$ cat config.mk
export PLATFORM = sky130hd
export DESIGN_NAME = muldiv_issue_flat
export DESIGN_NICKNAME = d
export VERILOG_FILES = /design/src/rtl/muldiv_issue_if.sv /design/src/rtl/muldiv_issue.sv /design/src/flat_wrapper.sv
export SDC_FILE = /design/constraint.sdc
export NUM_CORES = 1
export LEC_CHECK = 0
export ABC_AREA = 1
export CELL_PAD_IN_SITES_DETAIL_PLACEMENT = 0
export CELL_PAD_IN_SITES_GLOBAL_PLACEMENT = 2
export CORE_MARGIN = 2
export CORE_UTILIZATION = 30
export CTS_BUF_LIST = sky130_fd_sc_hd__clkbuf_8
export CTS_CLUSTER_SIZE = 8
export DETAILED_ROUTE_END_ITERATION = 7
export DONT_BUFFER_PORTS = 1
export GPL_ROUTABILITY_DRIVEN = 0
export GPL_TIMING_DRIVEN = 1
export PLACE_DENSITY = 0.72
export SETUP_SLACK_MARGIN = 0.05
export SYNTH_ARGS = -nofsm -noshare
export SYNTH_HDL_FRONTEND = slang
export SYNTH_SLANG_ARGS = --single-unit
$ cat constraint.sdc
create_clock -name clock -period 10.7 [get_ports clock]
set_input_delay 1.605 -clock clock [delete_from_list [all_inputs] [get_ports clock]]
set_output_delay 1.605 -clock clock [all_outputs]
set_load 0.02 [all_outputs]
$ cat src/rtl/muldiv_issue_if.sv
// muldiv_issue_if: request, multiply/divide unit and writeback signals of muldiv_issue (rev 1.0)
`default_nettype none

interface muldiv_issue_if;
   logic        req_valid;
   logic        req_ready;
   logic [2:0]  req_funct3;
   logic [31:0] req_rs1;
   logic [31:0] req_rs2;
   logic [4:0]  req_rd;

   logic        mul_enabled;
   logic [2:0]  mul_funct3;
   logic [31:0] mul_s1;
   logic [31:0] mul_s2;
   logic [31:0] mul_result;
   logic        mul_wait;

   logic        wb_valid;
   logic [4:0]  wb_rd;
   logic [31:0] wb_data;
   logic        wb_ready;

   modport master (
      input  req_valid, req_funct3, req_rs1, req_rs2, req_rd,
      output req_ready,
      output mul_enabled, mul_funct3, mul_s1, mul_s2,
      input  mul_result, mul_wait,
      output wb_valid, wb_rd, wb_data,
      input  wb_ready
   );

   modport slave (
      output req_valid, req_funct3, req_rs1, req_rs2, req_rd,
      input  req_ready,
      input  mul_enabled, mul_funct3, mul_s1, mul_s2,
      output mul_result, mul_wait,
      input  wb_valid, wb_rd, wb_data,
      output wb_ready
   );
endinterface

`default_nettype wire

$ cat src/rtl/muldiv_issue.sv
// muldiv_issue: issues M-extension ops to the iterative unit, resolves corner cases locally (rev 1.0)
`default_nettype none

module muldiv_issue #(
   parameter int WATCHDOG_CYCLES = 40,
   parameter int CNT_W           = 6
) (
   input  logic          clock,
   input  logic          reset,
   input  logic          flush,
   muldiv_issue_if.master bus,
   output logic          busy,
   output logic          err_timeout
);

   typedef enum logic [1:0] {
      IDLE  = 2'd0,
      RUN   = 2'd1,
      DRAIN = 2'd2,
      DONE  = 2'd3
   } state_t;

   localparam logic [CNT_W-1:0] WDOG_LIMIT = CNT_W'(WATCHDOG_CYCLES);

   state_t      state, state_nxt;
   logic        first_run;
   logic [2:0]  funct3_q;
   logic [31:0] rs1_q;
   logic [31:0] rs2_q;
   logic [4:0]  rd_q;
   logic [31:0] data_q;
   logic [CNT_W-1:0] wdog;
   logic        err_q;

   logic        ready;
   logic        accept;
   logic        bypass;
   logic [31:0] bypass_data;
   logic        in_unit;
   logic        complete;
   logic [CNT_W-1:0] wdog_nxt;

   // Corner-case results, checked in priority order from the raw request.
   always_comb begin
      logic rs1_zero, rs2_zero, ovf;
      rs1_zero    = (bus.req_rs1 == 32'd0);
      rs2_zero    = (bus.req_rs2 == 32'd0);
      ovf         = (bus.req_rs1 == 32'h8000_0000) && (bus.req_rs2 == 32'hFFFF_FFFF);
      bypass      = 1'b1;
      bypass_data = 32'd0;
      if (bus.req_funct3[2:1] == 2'b10 && rs2_zero) begin
         bypass_data = 32'hFFFF_FFFF;
      end else if (bus.req_funct3[2:1] == 2'b11 && rs2_zero) begin
         bypass_data = bus.req_rs1;
      end else if (bus.req_funct3 == 3'b100 && ovf) begin
         bypass_data = 32'h8000_0000;
      end else if (bus.req_funct3 == 3'b110 && ovf) begin
         bypass_data = 32'd0;
      end else if (rs1_zero || (!bus.req_funct3[2] && rs2_zero)) begin
         bypass_data = 32'd0;
      end else begin
         bypass = 1'b0;
      end
   end

   assign ready    = (state == IDLE) && !flush;
   assign accept   = bus.req_valid && ready;
   assign in_unit  = (state == RUN) || (state == DRAIN);
   // The unit only samples in its first enabled cycle, so mul_wait is meaningless there.
   assign complete = in_unit && !first_run && !bus.mul_wait;

   always_comb begin
      state_nxt = state;
      case (state)
         IDLE: begin
            if (accept) state_nxt = bypass ? DONE : RUN;
         end
         RUN: begin
            if (complete)   state_nxt = flush ? IDLE : DONE;
            else if (flush) state_nxt = DRAIN;
         end
         DRAIN: begin
            if (complete) state_nxt = IDLE;
         end
         DONE: begin
            if (flush || bus.wb_ready) state_nxt = IDLE;
         end
         default: state_nxt = IDLE;
      endcase
   end

   always_comb begin
      wdog_nxt = wdog;
      if (!in_unit)
         wdog_nxt = '0;
      else if (bus.mul_wait && wdog != WDOG_LIMIT)
         wdog_nxt = wdog + 1'b1;
   end

   always_ff @(posedge clock or posedge reset) begin
      if (reset) begin
         state     <= IDLE;
         first_run <= 1'b0;
         funct3_q  <= 3'd0;
         rs1_q     <= 32'd0;
         rs2_q     <= 32'd0;
         rd_q      <= 5'd0;
         data_q    <= 32'd0;
         wdog      <= '0;
         err_q     <= 1'b0;
      end else begin
         state     <= state_nxt;
         first_run <= accept && !bypass;
         wdog      <= wdog_nxt;
         if (in_unit && wdog_nxt == WDOG_LIMIT)
            err_q <= 1'b1;
         if (accept) begin
            funct3_q <= bus.req_funct3;
            rs1_q    <= bus.req_rs1;
            rs2_q    <= bus.req_rs2;
            rd_q     <= bus.req_rd;
            if (bypass)
               data_q <= bypass_data;
         end else if (state == RUN && complete && !flush) begin
            data_q <= bus.mul_result;
         end
      end
   end

   assign bus.req_ready   = ready;
   assign bus.mul_enabled = in_unit;
   assign bus.mul_funct3  = funct3_q;
   assign bus.mul_s1      = rs1_q;
   assign bus.mul_s2      = rs2_q;
   assign bus.wb_valid    = (state == DONE);
   assign bus.wb_rd       = rd_q;
   assign bus.wb_data     = data_q;
   assign busy            = (state != IDLE);
   assign err_timeout     = err_q;

endmodule

`default_nettype wire

$ cat src/flat_wrapper.sv
// flat-port wrapper written by rule: the top's interface ports become plain ports
module muldiv_issue_flat 
#(
   parameter int WATCHDOG_CYCLES = 40,
   parameter int CNT_W           = 6
)
  (clock, reset, flush, busy, err_timeout, bus_req_valid, bus_req_funct3, bus_req_rs1, bus_req_rs2, bus_req_rd, bus_req_ready, bus_mul_enabled, bus_mul_funct3, bus_mul_s1, bus_mul_s2, bus_mul_result, bus_mul_wait, bus_wb_valid, bus_wb_rd, bus_wb_data, bus_wb_ready);
  muldiv_issue_if bus_i ();
  input  logic clock;
  input  logic reset;
  input  logic flush;
  output logic busy;
  output logic err_timeout;
  input wire logic [$bits(bus_i.req_valid)-1:0] bus_req_valid;
  input wire logic [$bits(bus_i.req_funct3)-1:0] bus_req_funct3;
  input wire logic [$bits(bus_i.req_rs1)-1:0] bus_req_rs1;
  input wire logic [$bits(bus_i.req_rs2)-1:0] bus_req_rs2;
  input wire logic [$bits(bus_i.req_rd)-1:0] bus_req_rd;
  output wire logic [$bits(bus_i.req_ready)-1:0] bus_req_ready;
  output wire logic [$bits(bus_i.mul_enabled)-1:0] bus_mul_enabled;
  output wire logic [$bits(bus_i.mul_funct3)-1:0] bus_mul_funct3;
  output wire logic [$bits(bus_i.mul_s1)-1:0] bus_mul_s1;
  output wire logic [$bits(bus_i.mul_s2)-1:0] bus_mul_s2;
  input wire logic [$bits(bus_i.mul_result)-1:0] bus_mul_result;
  input wire logic [$bits(bus_i.mul_wait)-1:0] bus_mul_wait;
  output wire logic [$bits(bus_i.wb_valid)-1:0] bus_wb_valid;
  output wire logic [$bits(bus_i.wb_rd)-1:0] bus_wb_rd;
  output wire logic [$bits(bus_i.wb_data)-1:0] bus_wb_data;
  input wire logic [$bits(bus_i.wb_ready)-1:0] bus_wb_ready;
  assign bus_i.req_valid = bus_req_valid;
  assign bus_i.req_funct3 = bus_req_funct3;
  assign bus_i.req_rs1 = bus_req_rs1;
  assign bus_i.req_rs2 = bus_req_rs2;
  assign bus_i.req_rd = bus_req_rd;
  assign bus_req_ready = bus_i.req_ready;
  assign bus_mul_enabled = bus_i.mul_enabled;
  assign bus_mul_funct3 = bus_i.mul_funct3;
  assign bus_mul_s1 = bus_i.mul_s1;
  assign bus_mul_s2 = bus_i.mul_s2;
  assign bus_i.mul_result = bus_mul_result;
  assign bus_i.mul_wait = bus_mul_wait;
  assign bus_wb_valid = bus_i.wb_valid;
  assign bus_wb_rd = bus_i.wb_rd;
  assign bus_wb_data = bus_i.wb_data;
  assign bus_i.wb_ready = bus_wb_ready;
  muldiv_issue #(.WATCHDOG_CYCLES(WATCHDOG_CYCLES), .CNT_W(CNT_W)) u_core (.clock(clock), .reset(reset), .flush(flush), .bus(bus_i), .busy(busy), .err_timeout(err_timeout));
endmodule
-- Yosys cells after proc, flatten, opt, wreduce, memory -nomap -nowiden
Index checks and enable logic that the tools add are counted.
- logic and storage cells: 77
- output and inout bits: 109
- register bits after elaboration: 114
- bits of input ports: 110
- muxes and demuxes: 21
- eq/ne operators: 16
- reductions and logical operators: 30
- $add $sub $neg: 1
- operators with widths (kind ; count):
    32-bit 2-to-1 mux ; 6
    32-bit equality test, second input constant ; 2
    32-bit zero test ; 2
    1-bit logical AND ; 15
    2-bit 2-to-1 mux ; 7
    6-bit 2-to-1 mux ; 2
    2-bit equality test, second input constant ; 4
    2-bit case mux with 4 select lines ; 1
    6-bit by 1-bit adder with 6-bit output, second input constant ; 1
    3-bit equality test, second input constant ; 2
    6-bit equality test, second input constant ; 1
    2-bit by 1-bit != test with 1-bit output, second input constant ; 3
    6-bit != test, second input constant ; 1
    1-bit zero test ; 5
    1-bit 2-to-1 mux ; 5
    4-bit AND reduction ; 1
    2-bit nonzero test ; 2
    1-bit logical OR ; 3
    3-bit by 2-bit != test with 1-bit output, second input constant ; 1
    2-bit by 1-bit equality test with 1-bit output, second input constant ; 1
    2-bit zero test ; 1
    2-bit != test, second input constant ; 1
    2-bit AND reduction ; 1

-- Logic depth before layout (Yosys ltp)
Gate-level depths: netlist (run 1).
- word-level depth: 11
- gate-level depth with buffers: 14
- gate-level depth less buffers: 13

-- Worst setup path after synthesis (run 1)
OpenSTA, ideal clock, no wires.
- kind: input port to output port
- from: input flush
- to: output bus_req_ready
- arrival time: 1.824 ns
- required time: 9.095 ns
- stages: 1
- path buffers: 0
- setup slack: 7.271 ns
- path through: nor2_2
- cells in the longest elaborated chain, start to end: 2
- RTL lines (what ; RTL line ; source):
    from (decl) ; flat_wrapper.sv:11 ; input logic flush;
    1-bit zero test ; muldiv_issue.sv:66 ; assign ready = (state == IDLE) && !flush;
    1-bit logical AND ; muldiv_issue.sv:66 ;
    to (decl) ; flat_wrapper.sv:19 ; output wire logic [$bits(bus_i.req_ready)-1:0] bus_req_ready;
Every way passes these cells.

-- Final worst setup path (run 1)
- from: input flush
- to: register u_core.data_q[9], in the netlist u_core.bus.wb_data[9]
- cells in the longest elaborated chain, start to end: 5
- elaborated cells between the ends (all ways): 8
- classes of those cells: eq/ne: 1; mux: 1; reduce/logical: 6
- RTL lines (what ; RTL line ; source):
    1-bit zero test * ; muldiv_issue.sv:66, muldiv_issue.sv:124 ;
    1-bit logical AND ; muldiv_issue.sv:66 ;
    1-bit logical AND ; muldiv_issue.sv:67 ; assign accept = bus.req_valid && ready;
    2-bit != test (no source line) / 2-bit nonzero test (equally long branches) ; -- ;
    2-bit AND reduction (no source line) ; -- ;
    to (signal assigned) ; muldiv_issue.sv:123 ; data_q <= bypass_data;
    to (signal assigned) ; muldiv_issue.sv:125 ; data_q <= bus.mul_result;
    to (decl) ; muldiv_issue.sv:31 ; logic [31:0] data_q;
Mark *: on every way between the ends. The rest lies on a longest branch, timed or not.
A chain may end at the register's enable or synchronous reset.

==> results.txt, run 1 <==
Outcome -> completed
Most frequent cells in the layout -> 395 x nand2_1, 114 x dfrtp_1, 59 x nor2_1, 34 x inv_1, 31 x o211ai_1
Clock sink total -> 114
Yosys reg bits -> 114
Clk buf depth -> 2
Die height -> 138 um
TritonCTS clock tree -> done
Crit path max-delay family -> simple AND/OR/NAND/NOR gates
DP Wirelength -> 11700 um
Slew @ Worst Pin -> 0.829 ns
Drt initial violations -> 147
Sequential-to-total area share from yosys stat -> 0.526
Max Fclk -> 280 MHz
Die Wd -> 138 um
Netlist cell types -> 26
Final setup fails -> 0
Max FO, Critical Path -> 50
Worst Setup End Kind -> register
Post-CTS Resized -> 0
Layout area overhead -> 10.3%
Util after Layout -> 0.335
Pwr/cell area -> 295 nW/um^2
GRT overflow -> 0
Max stage delay cell, worst path -> nand3_1
Max-slew headroom -> 0.447
Worst r2r src -> u_core.state[0]
Post-route DRC -> 0
Min cycle time layout -> 3.58 ns
Total number of vias -> 4507
Worst skew pair latency -> 0.44 ns
Crit share post-route -> 0.334
Antenna violations before repair -> 0
Syn Inst Count -> 715
Clock-pin transition on the worst setup and hold timing paths -> 0.06 ns
Leak pwr -> 3.23 nW
YS warnings -> 0
Mapped cell area -> 5420 um^2
Nets -> 827
Input/output buffers -> 0
Wirelength per Cell -> 17.4 um
Num rows -> 49
R2R setup slack -> 7.43 ns
Via/cell ratio -> 4.74
Hold Startpoint -> u_core.wdog[4]
Mapped Nets -> 832
Placeable Area -> 17800 um^2
CP Data Required Time -> 11.07 ns
Crit path DAT -> 3.94 ns
Top Ports -> 219
Htree depth -> 4
Min-delay worst type -> reg2reg
WL final -> 16500 um
Critical path type -> in2reg
Crit path launch type -> input port
Max_cap viols -> 0
Fillers -> 1903
Largest net degree at the start of global routing -> 73
Hold Fails Final Rpt -> 0
Final TNS setup -> 0 ns
Inserted Diodes -> 0
Worst reg2reg endpoint -> u_core.bus.wb_data[9]
CP Buf/Inv Count -> 2
CTS root buf -> clkbuf_8
Unrepaired setup endpoints after global routing -> no
FF-to-FF path depth -> 12
Final max-slew violation count -> 0
Routed Antenna Nets -> 0
Most common cell after layout, fill and taps aside -> nand2_1
Gr usage total -> 0.174
CP peak stage delay -> 0.40 ns
CP Cell Sequence -> nor2_2, nand2_4, buf_4, nor2_1, nand3_1, buf_4, o211ai_1, nand2_1, nand2_1
Setup Buffers After CTS -> 0
Initial core utilization -> 0.304
Peak supply drop -> 0.108 mV
Hold path endpoint -> u_core.wdog[4]
Worst hold slack -> 0.596 ns
Worst Hold Path Cells -> 2
CTS Hold Buffers Added -> 0
First-pass GRT wire length -> 26100 um
TritonCTS buffer count -> 17
Final Skew -> 0.00968 ns
Share of layout cells above drive strength 1 -> 0.0609
Syn Area/Cell -> 7.58 um^2
Total power -> 1.76 mW
Router iterations before antenna repair -> 4
Area of the die -> 19200 um^2
Vias in the first global route -> 4602
-- report_power, final --
group | internal, mW | switching [mW] | total, mW
registers | 0.621 | 0.386 | 1.01
clock network | 0.205 | 0.183 | 0.387
logic | 0.134 | 0.236 | 0.370
total | 0.959 | 0.805 | 1.76
-- registers in the layout, indices dropped and copies added, names as in the netlist --
signal                 cells
u_core.bus.wb_data        32
u_core.bus.mul_funct3      3
u_core.state               2
u_core.bus.mul_s2         32
u_core.wdog                6
u_core.err_timeout         1
u_core.bus.wb_rd           5
u_core.bus.mul_s1         32
u_core.first_run           1
-- metal layers --
layer,GRT usage,share of wire,vias to the layer above
li1,-,-,2193
met1,0.208,0.42,2146
met2,0.277,0.47,149
met3,0.0828,0.10,19
met4,0.0596,0.016,0
met5,0,0,-
-- worst min-delay path: cells and delay by family, from the launching register on --
kind / cells / cell delay, ns
buffers and inverters: 1 / 0.09
AO/OA/AOI/OAI: 1 / 0.08
flip-flops: 1 / 0.39
-- stage by stage --
| step | worst slack (ns) | instance area, um^2 | cells |
|---|---|---|---|
| after floorplan | 6.08 | 5420 | 715 |
| after global placement | 6.73 | 5610 | 920 |
| after CTS | 7.14 | 5980 | 951 |
| final | 7.12 | 5980 | 951 |
| after detailed placement | 6.68 | 5610 | 920 |
| after global routing | 6.89 | 5980 | 951 |
-- Yosys cell counts --
cell / n / area, um^2
nand2_1: 396 / 1490
dfrtp_1: 114 / 2850
nor2_1: 59 / 221
inv_1: 34 / 128
o211ai_1: 31 / 233
buf_2: 21 / 105
nand3_1: 12 / 60.1
ha_1: 7 / 87.6
o21ai_0: 7 / 35.0
clkbuf_1: 5 / 18.8
a21oi_1: 4 / 20.0
nand4_1: 4 / 25.0
buf_6: 3 / 33.8
buf_1: 2 / 7.51
nand3b_1: 2 / 15.0
nor2_2: 2 / 12.5
nor3_1: 2 / 10.0
xor2_1: 2 / 17.5
a211oi_1: 1 / 7.51
a21boi_0: 1 / 7.51
a22oi_1: 1 / 7.51
inv_2: 1 / 3.75
nand2_2: 1 / 6.26
nand2b_1: 1 / 6.26
o21bai_1: 1 / 7.51
or2_2: 1 / 6.26
-- worst max-delay path by stage --
stage               cells after the start                        to  slack [ns]  start
floorplan                               1  u_core.bus.mul_funct3[0]        6.08  reset
global placement                        8    u_core.bus.wb_data[29]        6.73  flush
detailed placement                      8     u_core.bus.wb_data[1]        6.68  flush
CTS                                     8     u_core.bus.wb_data[1]        7.14  flush
global route                            9    u_core.bus.wb_data[14]        6.89  flush
finish                                  9     u_core.bus.wb_data[9]        7.12  flush
-- cells by family after synthesis --
family,after synthesis,synth area share
compound gates,46,0.0586
xor+xnor,2,0.00323
fa+ha+maj,7,0.0162
buf+inv,66,0.0547
flops,114,0.526
simple gates,480,0.341
-- cell type report --
| cell class | count | area [um^2] | share of cell area |
|---|---|---|---|
| Inverter | 35 | 134 | 0.0224 |
| Timing Repair Buffer | 7 | 52.6 | 0.00879 |
| Sequential cell | 114 | 2850 | 0.477 |
| Clock buffer | 21 | 289 | 0.0483 |
| Multi-Input combinational cell | 535 | 2280 | 0.381 |
| Clock inverter | 10 | 85.1 | 0.0142 |
| Tap cell | 229 | 287 | 0.0479 |
No activity file was read; power rests on OpenSTA's default activity.
==> run 2, diff against run 1 <==
--- a/config.mk
+++ b/config.mk
@@ -16,7 +16,7 @@
 export DONT_BUFFER_PORTS = 1
 export GPL_ROUTABILITY_DRIVEN = 0
 export GPL_TIMING_DRIVEN = 1
-export PLACE_DENSITY = 0.72
+export PLACE_DENSITY = 0.75
 export SETUP_SLACK_MARGIN = 0.05
 export SYNTH_ARGS = -nofsm -noshare
 export SYNTH_HDL_FRONTEND = slang
==> constraint.sdc (replaced) <==
create_clock -name clock -period 3 [get_ports clock]
set_input_delay 0.45 -clock clock [delete_from_list [all_inputs] [get_ports clock]]
set_output_delay 0.45 -clock clock [all_outputs]
set_load 0.02 [all_outputs]
==> run 2 against run 1 <==
  * Via count down 0.36%
  * Global-route usage up 0.21 points
  * Final cell count up 0.63%
  * Critical endpoint is now u_core.bus.wb_data[5]
  * Largest cell class unchanged
==> results.txt, run 2 (synthesis results as in run 1) <==
Most common cell after layout, fill and taps aside -> nand2_1
WL final -> 16400 um
Crit share post-route -> 0.804
Worst skew pair latency -> 0.44 ns
Input/output buffers -> 0
Max Fclk -> 415 MHz
Antenna violations before repair -> 0
Gr usage total -> 0.176
Final Skew -> 0.00922 ns
Final max-slew violation count -> 0
Crit path DAT -> 2.79 ns
Post-CTS Resized -> 0
Die height -> 138 um
Drt initial violations -> 177
Max_cap viols -> 0
Hold Fails Final Rpt -> 0
Top Ports -> 219
Htree depth -> 4
Largest net degree at the start of global routing -> 108
Worst Setup End Kind -> register
Max-slew headroom -> 0.602
Crit path launch type -> register
GRT overflow -> 0
Share of layout cells above drive strength 1 -> 0.0687
DP Wirelength -> 11600 um
Final WS setup -> 0.588 ns
Peak supply drop -> 0.416 mV
Die Wd -> 138 um
Sequential Area -> 2850 um^2
Pre-CTS WS -> 0.522 ns
Layout area overhead -> 11.8%
Inserted Diodes -> 0
Initial core utilization -> 0.304
Area of the die -> 19200 um^2
Most frequent cells in the layout -> 395 x nand2_1, 114 x dfrtp_1, 59 x nor2_1, 33 x inv_1, 31 x o211ai_1
Vias in the first global route -> 4693
Clock-pin transition on the worst setup and hold timing paths -> 0.08 ns
Num rows -> 49
Pwr/cell area -> 1050 nW/um^2
TritonCTS clock tree -> done
Via/cell ratio -> 4.69
Max FO, Critical Path -> 34
Leak pwr -> 3.26 nW
Util after Layout -> 0.340
Min cycle time layout -> 2.41 ns
Post-route DRC -> 0
Slew @ Worst Pin -> 0.597 ns
First-pass GRT wire length -> 26400 um
Routed Antenna Nets -> 0
Router iterations before antenna repair -> 4
Clock sink total -> 114
CTS root buf -> clkbuf_8
Min-delay worst type -> in2reg
Placeable Area -> 17800 um^2
Outcome -> completed
Unrepaired setup endpoints after global routing -> no
Clk buf depth -> 2
Placed Area -> 5660 um^2
Final TNS setup -> 0 ns
Total number of vias -> 4491
Final setup fails -> 0
Critical path type -> reg2reg
Footprint of the multi-input gates -> 2280 um^2
Worst hold slack -> 0.115 ns
CP Data Required Time -> 3.38 ns
TritonCTS buffer count -> 17
Wirelength per Cell -> 17.1 um
Nets -> 832
Finished Cell Area -> 6060 um^2
Fillers -> 1923
[run 2: cell count changes in the layout (fill, tap and decap cells not counted), sizes merged]
cell and change:
inv +2, clkinvlp +2, clkbuf -2, dlygate4sd3 +1, buf +4, clkinv -1
[run 2: what timing repair did]
item,4_1_cts,5_1_grt
setup buffers,0,0
hold buffers,1,0
endpoints found under the hold margin,7,0
[run 2: worst paths after layout]
path / start / to / slack, ns / depth (start not counted)
worst max register to register: u_core.state[0] / u_core.bus.wb_data[5] / 0.59 / 13
worst min-delay path: bus_req_rs2[15] / u_core.bus.mul_s2[15] / 0.12 / 2
worst min register to register: u_core.wdog[4] / u_core.wdog[4] / 0.58 / 2
min in group asynchronous: reset / u_core.err_timeout / 0.42 / 2
worst max-delay path: u_core.state[0] / u_core.bus.wb_data[5] / 0.59 / 13
max in group asynchronous: reset / u_core.bus.mul_s1[7] / 1.74 / 3
[run 2: area by class of cell]
type                       count  area share
clock buffer                  19      0.0432
tap                          229      0.0473
clock inverter                13      0.0209
timing repair buffer          12      0.0194
inverter                      35      0.0223
sequential                   114       0.471
multi-input combinational    535       0.376
[run 2: worst max-delay path, stage by stage (launching register included)]
cell	delay [ns]
dfrtp_1	0.41
inv_1	0.13
ha_1	0.19
inv_1	0.13
nor2_2	0.31
nand2_4	0.12
inv_2	0.29
buf_12	0.26
nand2_1	0.10
inv_1	0.07
nand4_1	0.12
nand3_1	0.10
nand2_1	0.05
nand2_1	0.07
[run 2: stage by stage]
stage,cells,power (mW)
final,957,6.36
after global routing,957,6.85
after CTS,957,6.45
after detailed placement,924,4.98
after global placement,924,4.93
after floorplan,715,4.50
[run 2: metal layers]
layer / vias to the layer above / routed length [um] / GRT usage
met5: - / 0 / 0
li1: 2212 / - / -
met4: 0 / 361 / 0.0628
met2: 171 / 7430 / 0.272
met1: 2083 / 6900 / 0.212
met3: 25 / 1700 / 0.0908
[run 2: power breakdown]
group / total (mW) / switching [mW] / internal (mW)
Clock: 1.43 / 0.721 / 0.710
Sequential: 3.58 / 1.37 / 2.21
Combinational: 1.34 / 0.842 / 0.502
